$ cat src/rtl/multi_cycle_shifter.sv
// Iterative logarithmic shifter: one barrel stage (shift by 2^k) per clock,
// with a start/ready handshake and a one-cycle result-valid pulse.
module multi_cycle_shifter #(
    parameter int WIDTH   = 32,
    parameter int SHAMT_W = $clog2(WIDTH)
) (
    input  logic               clock,
    input  logic               reset_n,
    input  logic               ctrl_start,
    input  logic [1:0]         ctrl_mode,
    input  logic [SHAMT_W-1:0] ctrl_shiftamt,
    input  logic [WIDTH-1:0]   data_operandA,
    output logic               ready,
    output logic               data_resultRDY,
    output logic [WIDTH-1:0]   data_result
);

    typedef enum logic [1:0] {
        IDLE  = 2'b00,
        SHIFT = 2'b01,
        DONE  = 2'b10
    } state_t;

    typedef enum logic [1:0] {
        MODE_SLL = 2'b00,
        MODE_SRL = 2'b01,
        MODE_SRA = 2'b10,
        MODE_ROL = 2'b11
    } mode_t;

    localparam logic [SHAMT_W-1:0] K_LAST = SHAMT_W'(SHAMT_W - 1);

    state_t             state;
    state_t             state_next;
    mode_t              mode_q;
    logic [SHAMT_W-1:0] shamt_q;
    logic [SHAMT_W-1:0] k;
    logic [WIDTH-1:0]   work;
    logic [WIDTH-1:0]   stage_out;
    logic               accept;
    logic               last_stage;
    logic               stage_en;

    // One barrel stage; amt is always a power of two below WIDTH.
    function automatic logic [WIDTH-1:0] stage_shift(
        input logic [WIDTH-1:0] w,
        input mode_t            m,
        input int               amt
    );
        logic [WIDTH-1:0] r;
        case (m)
            MODE_SLL: r = w << amt;
            MODE_SRL: r = w >> amt;
            MODE_SRA: r = $signed(w) >>> amt;
            default:  r = (w << amt) | (w >> (WIDTH - amt));
        endcase
        return r;
    endfunction

    assign accept     = ctrl_start && (state != SHIFT);
    assign last_stage = (k == K_LAST);
    assign stage_en   = |(shamt_q & (SHAMT_W'(1) << k));

    always_comb begin
        stage_out = work;
        if (stage_en) begin
            stage_out = stage_shift(work, mode_q, 32'd1 << k);
        end
    end

    // NOTE: state registers use non-blocking assignments so every flop samples
    // pre-edge values; blocking here would create order-dependent simulation.
    always_ff @(posedge clock or negedge reset_n) begin
        if (!reset_n) begin
            state <= IDLE;
        end else begin
            state <= state_next;
        end
    end

    // NOTE: state_next gets a default before the case so no path leaves it
    // unassigned; otherwise synthesis infers a latch.
    always_comb begin
        state_next = state;
        case (state)
            IDLE:    if (ctrl_start) state_next = SHIFT;
            SHIFT:   if (last_stage) state_next = DONE;
            DONE:    state_next = ctrl_start ? SHIFT : IDLE;
            default: state_next = IDLE;
        endcase
    end

    always_ff @(posedge clock or negedge reset_n) begin
        if (!reset_n) begin
            work    <= '0;
            k       <= '0;
            shamt_q <= '0;
            mode_q  <= MODE_SLL;
        end else if (accept) begin
            work    <= data_operandA;
            k       <= '0;
            shamt_q <= ctrl_shiftamt;
            mode_q  <= mode_t'(ctrl_mode);
        end else if (state == SHIFT) begin
            work <= stage_out;
            k    <= last_stage ? '0 : k + 1'b1;
        end
    end

    // Everything below decodes registered state only.
    assign ready          = (state != SHIFT);
    assign data_resultRDY = (state == DONE);
    assign data_result    = work;

endmodule

$ cat config.mk
export PLATFORM = sky130hd
export DESIGN_NAME = multi_cycle_shifter
export DESIGN_NICKNAME = d
export VERILOG_FILES = /design/src/rtl/multi_cycle_shifter.sv
export SDC_FILE = /design/constraint.sdc
export NUM_CORES = 1
export LEC_CHECK = 0
export BUFFER_PORTS_ARGS = -buffer_cell sky130_fd_sc_hd__buf_2
export CELL_PAD_IN_SITES_DETAIL_PLACEMENT = 1
export CELL_PAD_IN_SITES_GLOBAL_PLACEMENT = 2
export CORE_MARGIN = 10
export CORE_UTILIZATION = 35
export CTS_CLUSTER_SIZE = 24
export DETAILED_ROUTE_END_ITERATION = 6
export PLACE_DENSITY = 0.87
export SLEW_MARGIN = 10
export SYNTH_ARGS = -nofsm -noshare
export SYNTH_HDL_FRONTEND = slang
export SYNTH_SLANG_ARGS = --single-unit
$ cat constraint.sdc
create_clock -name clock -period 10.8 [get_ports clock]
set_clock_uncertainty 0.15 [all_clocks]
set_input_delay 1.62 -clock clock [delete_from_list [all_inputs] [get_ports clock]]
set_output_delay 1.62 -clock clock [all_outputs]
set_load 0.02 [all_outputs]
# [Yosys cells after proc, flatten, opt, wreduce, memory -nomap -nowiden]
# Index checks and enable logic that the tools add are counted.
[totals] reg_bits=46 in_bits=42 output_inout_bits=34 wordCells=42
[op_classes] addsub=2 n_eq_ne=8 n_shift=6 mux=11 n_bitwise=2 n_reduce_logical=8
[ops] op="$mux W32" n=3
[ops] op="$pmux W32 S3" n=1
[ops] op="$shr A32 B32 Y32" n=2
[ops] op="$or A32 B32 Y32" n=1
[ops] op="$shl A1 B5 Y32 const A" n=1
[ops] op="$shl A32 B32 Y32" n=1
[ops] op="$sshr A32 B32 Y32" n=1
[ops] op="$sub A7 B32 Y32 const A" n=1
[ops] op="$mux W5" n=3
[ops] op="$pmux W2 S3" n=1
[ops] op="$add A5 B1 Y5 const B" n=1
[ops] op="$and A5 B5 Y5" n=1
[ops] op="$eq A5 B3 Y1 const B" n=1
[ops] op="$reduce_or A5 Y1" n=1
[ops] op="$shl A1 B5 Y5 const A" n=1
[ops] op="$eq A2 B1 Y1 const B" n=2
[ops] op="$eq A2 B2 Y1 const B" n=2
[ops] op="$logic_not A2 Y1" n=2
[ops] op="$mux W2" n=2
[ops] op="$ne A2 B2 Y1 const B" n=2
[ops] op="$reduce_and A2 Y1" n=2
[ops] op="$reduce_bool A2 Y1" n=2
[ops] op="$ne A2 B1 Y1 const B" n=1
[ops] op="$logic_and A1 B1 Y1" n=1
[ops] op="$mux W1" n=1

# [Logic depth before layout (Yosys ltp)]
[depth] word_depth=8 depth_mapped=20 ltp_nobuf=14

# [Worst setup path after synthesis]
# Ideal clock, no wire load.
[synth_path] path_type="register to register" startpoint="reg k[1]" endpoint="reg work[10] (netlist: data_result[10])" setup_time_ns=0.065 arrival_ns=4.669 required_ns=10.585 setup_slack_ns=5.916 stages_incl_launch_ff=19 n_path_buf=7 period_less_slack_ns=4.884 cell_sequence="dfrtp_1 inv_1 ha_1 clkbuf_1 nor4b_4 inv_2 buf_2 buf_1 clkbuf_1 ha_1 clkbuf_1 clkbuf_1 clkbuf_1 mux2i_1 mux2i_1 a2111oi_0 nor3_1 o311ai_0 o221a_2"
[synth_via] elab_chain_cells=8 elab_cells_between_ends=16 cone_classes="1 x add/sub; 6 x shift; 4 x mux; 2 x bitwise; 3 x reduce/logical"
[synth_rtl] item="from (decl)" line="37" text="logic [SHAMT_W-1:0] k;"
[synth_rtl] item="from (signal assigned)" line="106" text="k <= last_stage ? '0 : k + 1'b1;"
[synth_rtl] item="$shl A1 B5 Y32" line="67" text="stage_out = stage_shift(work, mode_q, 32'd1 << k);"
[synth_rtl] item="$sub A7 B32 Y32" line="55" text="default: r = (w << amt) | (w >> (WIDTH - amt));"
[synth_rtl] item="$shr A32 B32 Y32" line="55"
[synth_rtl] item="$or A32 B32 Y32" line="55"
[synth_rtl] item="$pmux W32 S3" line="51" text="case (m)"
[synth_rtl] item="$mux W32" line="66" text="if (stage_en) begin"
[synth_rtl] item="$mux W32" line="104" text="end else if (state == SHIFT) begin"
[synth_rtl] item="$mux W32" line="99" text="end else if (accept) begin"
[synth_rtl] item="to (signal assigned)" line="100" text="work <= data_operandA;"
[synth_rtl] item="to (signal assigned)" line="105" text="work <= stage_out;"
[synth_rtl] item="to (decl)" line="38" text="logic [WIDTH-1:0] work;"
# Parallel ways exist; a longest one is shown, timed or not. The select of a mux whose other input is x is not followed.
# A chain may end at the register's enable or synchronous reset.

# [Final worst setup path]
[layout_path] startpoint="reg k[0]" endpoint="reg work[23] (netlist: data_result[23])"
# The elaborated chain is that of the path after synthesis.

==> metrics.md <==
| Metric | Value |
|---|---|
| Final std cells w/o fill | `1708` |
| Ranking of synthesized cells by area | `mux2i_1 13%, dfrtp_1 12%, nand2_1 8.7%` |
| CORE AREA | `26100 µm²` |
| Via count | `12900` |
| Pins Over Slew Limit | `0` |
| Placed insts | `1700` |
| CP Class | `reg2reg` |
| Root Buffer | `clkbuf_16` |
| Die height | `183 µm` |
| DR DRC count | `0` |
| Reg area | `1150 µm²` |
| Fraction of registers with async set/reset | `100%` |
| Area of the multi-input gates | `7550 µm²` |
| Register-to-Register Path Depth | `14` |
| Smallest hold slack | `0.343 ns` |
| Clk Latency, worst-skew pair | `0.32 ns` |
| Slew @ Worst Pin | `1.19 ns` |
| # diodes | `0` |
| Setup Fix Bufs, Post-CTS | `0` |
| Fin Setup TNS | `0 ns` |
| Global route overflow | `0` |
| R2r setup slk | `4.59 ns` |
| Reg2reg start | `k[0]` |
| Clock slew at reported path FFs | `0.08 ns` |
| RSZ-0062 raised after global routing | `no` |
| Count leader, synth | `nand2_1` |
| Tcrit/Tclk final | `57.5%` |
| Final setup vio count | `0` |
| Status | `finished clean` |
| Worst setup path end | `data_result[23]` |
| Sink Count | `46` |
| Commonest cells post-synth | `215 x nand2_1, 125 x mux2i_1, 122 x a21oi_1, 107 x nor2_1, 106 x o21ai_0` |
| # IOs | `76` |
| Largest area contributor in the netlist | `mux2i_1` |
| Iter 0 DRT Violations | `2060` |
| Vias in the first global route | `12200` |
| Final HPWL DP | `46400 µm` |
| Fillers | `3378` |
| Type of destination of the critical path | `flip-flop` |
| R2R Path End | `data_result[23]` |
| Number of nets in the layout | `1421` |
| Post-route ant nets | `0` |
| Post-synth EDFFs | `0` |
| Yosys reg bits | `46` |
| Layout cell share with drive strength beyond 1 | `13.3%` |
| Largest net degree at the start of global routing | `69` |
| Synth cell types | `89` |
| Most common flop cell mapped by yosys | `dfrtp_1` |
| GRT Total Usage | `36.4%` |
| Final hold viol count | `0` |
| Yosys warns | `0` |
| Initial Util | `35.7%` |
| Die area | `33500 µm²` |
| Max cap viols | `0` |
| Max-slew headroom | `19.9%` |
| Worst Path Arrival | `6.25 ns` |
| Number of hold buffers added after CTS | `0` |
| Clk buf depth | `2` |
| Synth top area share | `13.4%` |
| Wire per inst | `37.2 µm` |
| I/O Buffers | `75` |
| Final wirelength | `63500 µm` |
| Post-Synthesis Cells | `1381` |
| Area Overhead vs Synth | `7.94%` |
| Via density | `7.55` |
| GPL Wtd Cong | `1.05` |
| Die width | `183 µm` |
| Critical Path Source | `k[0]` |
| Startpoint class of the critical path | `flip-flop` |
| Initial antenna violation count | `1` |
| Sequential-to-total area share from yosys stat | `12.4%` |
| Number of H-tree levels | `2` |
| Post-route cell area | `10100 µm²` |
| Fmax | `0.161 GHz` |
| TritonCTS clock tree | `done` |
| CTS Buf Count | `5` |
| Post-Syn Area | `9320 µm²` |
| First-pass GRT wire length | `91100 µm` |
| WP data required | `10.85 ns` |
| Worst min-delay path category | `reg2reg` |
| Pre-antenna DRT Iters | `6` |
| Tmin final | `6.21 ns` |
| Avg Cell Area, Syn | `6.75 µm²` |
| Syn Nets | `1430` |
| DP Area | `9890 µm²` |
| Num rows | `59` |
| Worst-path fanout max | `52` |
| Post-cts resize count | `0` |
critical path, stage by stage (launching register included):
cell	delay, ns
dfrtp_1	0.48
inv_1	0.13
ha_1	0.47
nor4b_4	0.28
buf_4	0.71
inv_2	0.53
buf_4	0.44
mux2i_1	0.78
a21oi_1	0.41
and3_1	0.31
a31o_2	0.30
a2111oi_0	0.54
buf_4	0.23
a32o_1	0.17
a21oi_1	0.07
registers in the layout, summed over array words and instances (netlist names):
signal,count
k,5
state,2
mode_q,2
shamt_q,5
data_result,32
cell type report:
type / instances / area share (%)
clock buffers: 6 / 1.28
well taps: 335 / 4.17
repair buffers: 122 / 7.24
inverters: 10 / 0.373
clock inverters: 2 / 0.373
flip-flops and latches: 46 / 11.4
multi-input cells: 1187 / 75.1
cells by family after synthesis:
| logic type | count (synthesis) | share of synthesized area [%] |
|---|---|---|
| flops | 46 | 12.4 |
| xor+xnor | 10 | 1.02 |
| fa+ha+maj | 7 | 0.940 |
| mux | 141 | 16.2 |
| simple gates | 521 | 26.3 |
| buf+inv | 148 | 7.02 |
| compound gates | 508 | 36.2 |
metal layers:
| layer | vias up | part of all wire, % | track usage, % |
|---|---|---|---|
| li1 | 5248 | - | - |
| met2 | 1087 | 41 | 52.6 |
| met1 | 6333 | 40 | 49.3 |
| met3 | 233 | 13 | 9.39 |
| met5 | - | 0.020 | 0 |
| met4 | 2 | 6.1 | 17.3 |
how the worst min path moves through the flow:
stage	startpoint	to	slack, ns	cells past startpoint
floorplan	shamt_q[4]	shamt_q[4]	0.29	2
global placement	state[0]	state[0]	0.31	1
detailed placement	state[0]	state[0]	0.33	1
CTS	state[0]	state[0]	0.34	1
global route	state[0]	state[0]	0.38	1
finish	state[0]	state[0]	0.34	1
stage by stage:
| stage | utilization (%) | setup slack [ns] |
|---|---|---|
| 6_report | 38.5 | 4.59 |
| 3_5_place_dp | 37.8 | 4.77 |
| 3_3_place_gp | 37.8 | 4.89 |
| 2_1_floorplan | - | 5.92 |
| 5_1_grt | 38.5 | 4.35 |
| 4_1_cts | 38.5 | 4.75 |
layout by cell type (no fill, tap or decap), types with 8 or more instances in the layout:
cell type and instances:
a2111oi_0 10, a211oi_1 24, a21oi_1 122, a221oi_1 12, a22oi_1 14, a31oi_1 38, a32oi_1 8, and2_1 8
and3_1 18, buf_2 75, buf_4 47, dfrtp_1 46, mux2_2 9, mux2i_1 125, nand2_1 215, nand2b_1 10
nand3_1 52, nor2_1 105, nor2b_1 8, nor3_1 40, nor4_1 11, o211ai_1 21, o21a_1 10, o21ai_0 106
o221ai_1 16, o22ai_1 18, o31ai_1 17, or3_1 16, xnor2_1 8
Power is left out: the tool's default activity adds up to more than one toggle a clock period on the data nets, which glitch-free logic cannot reach.
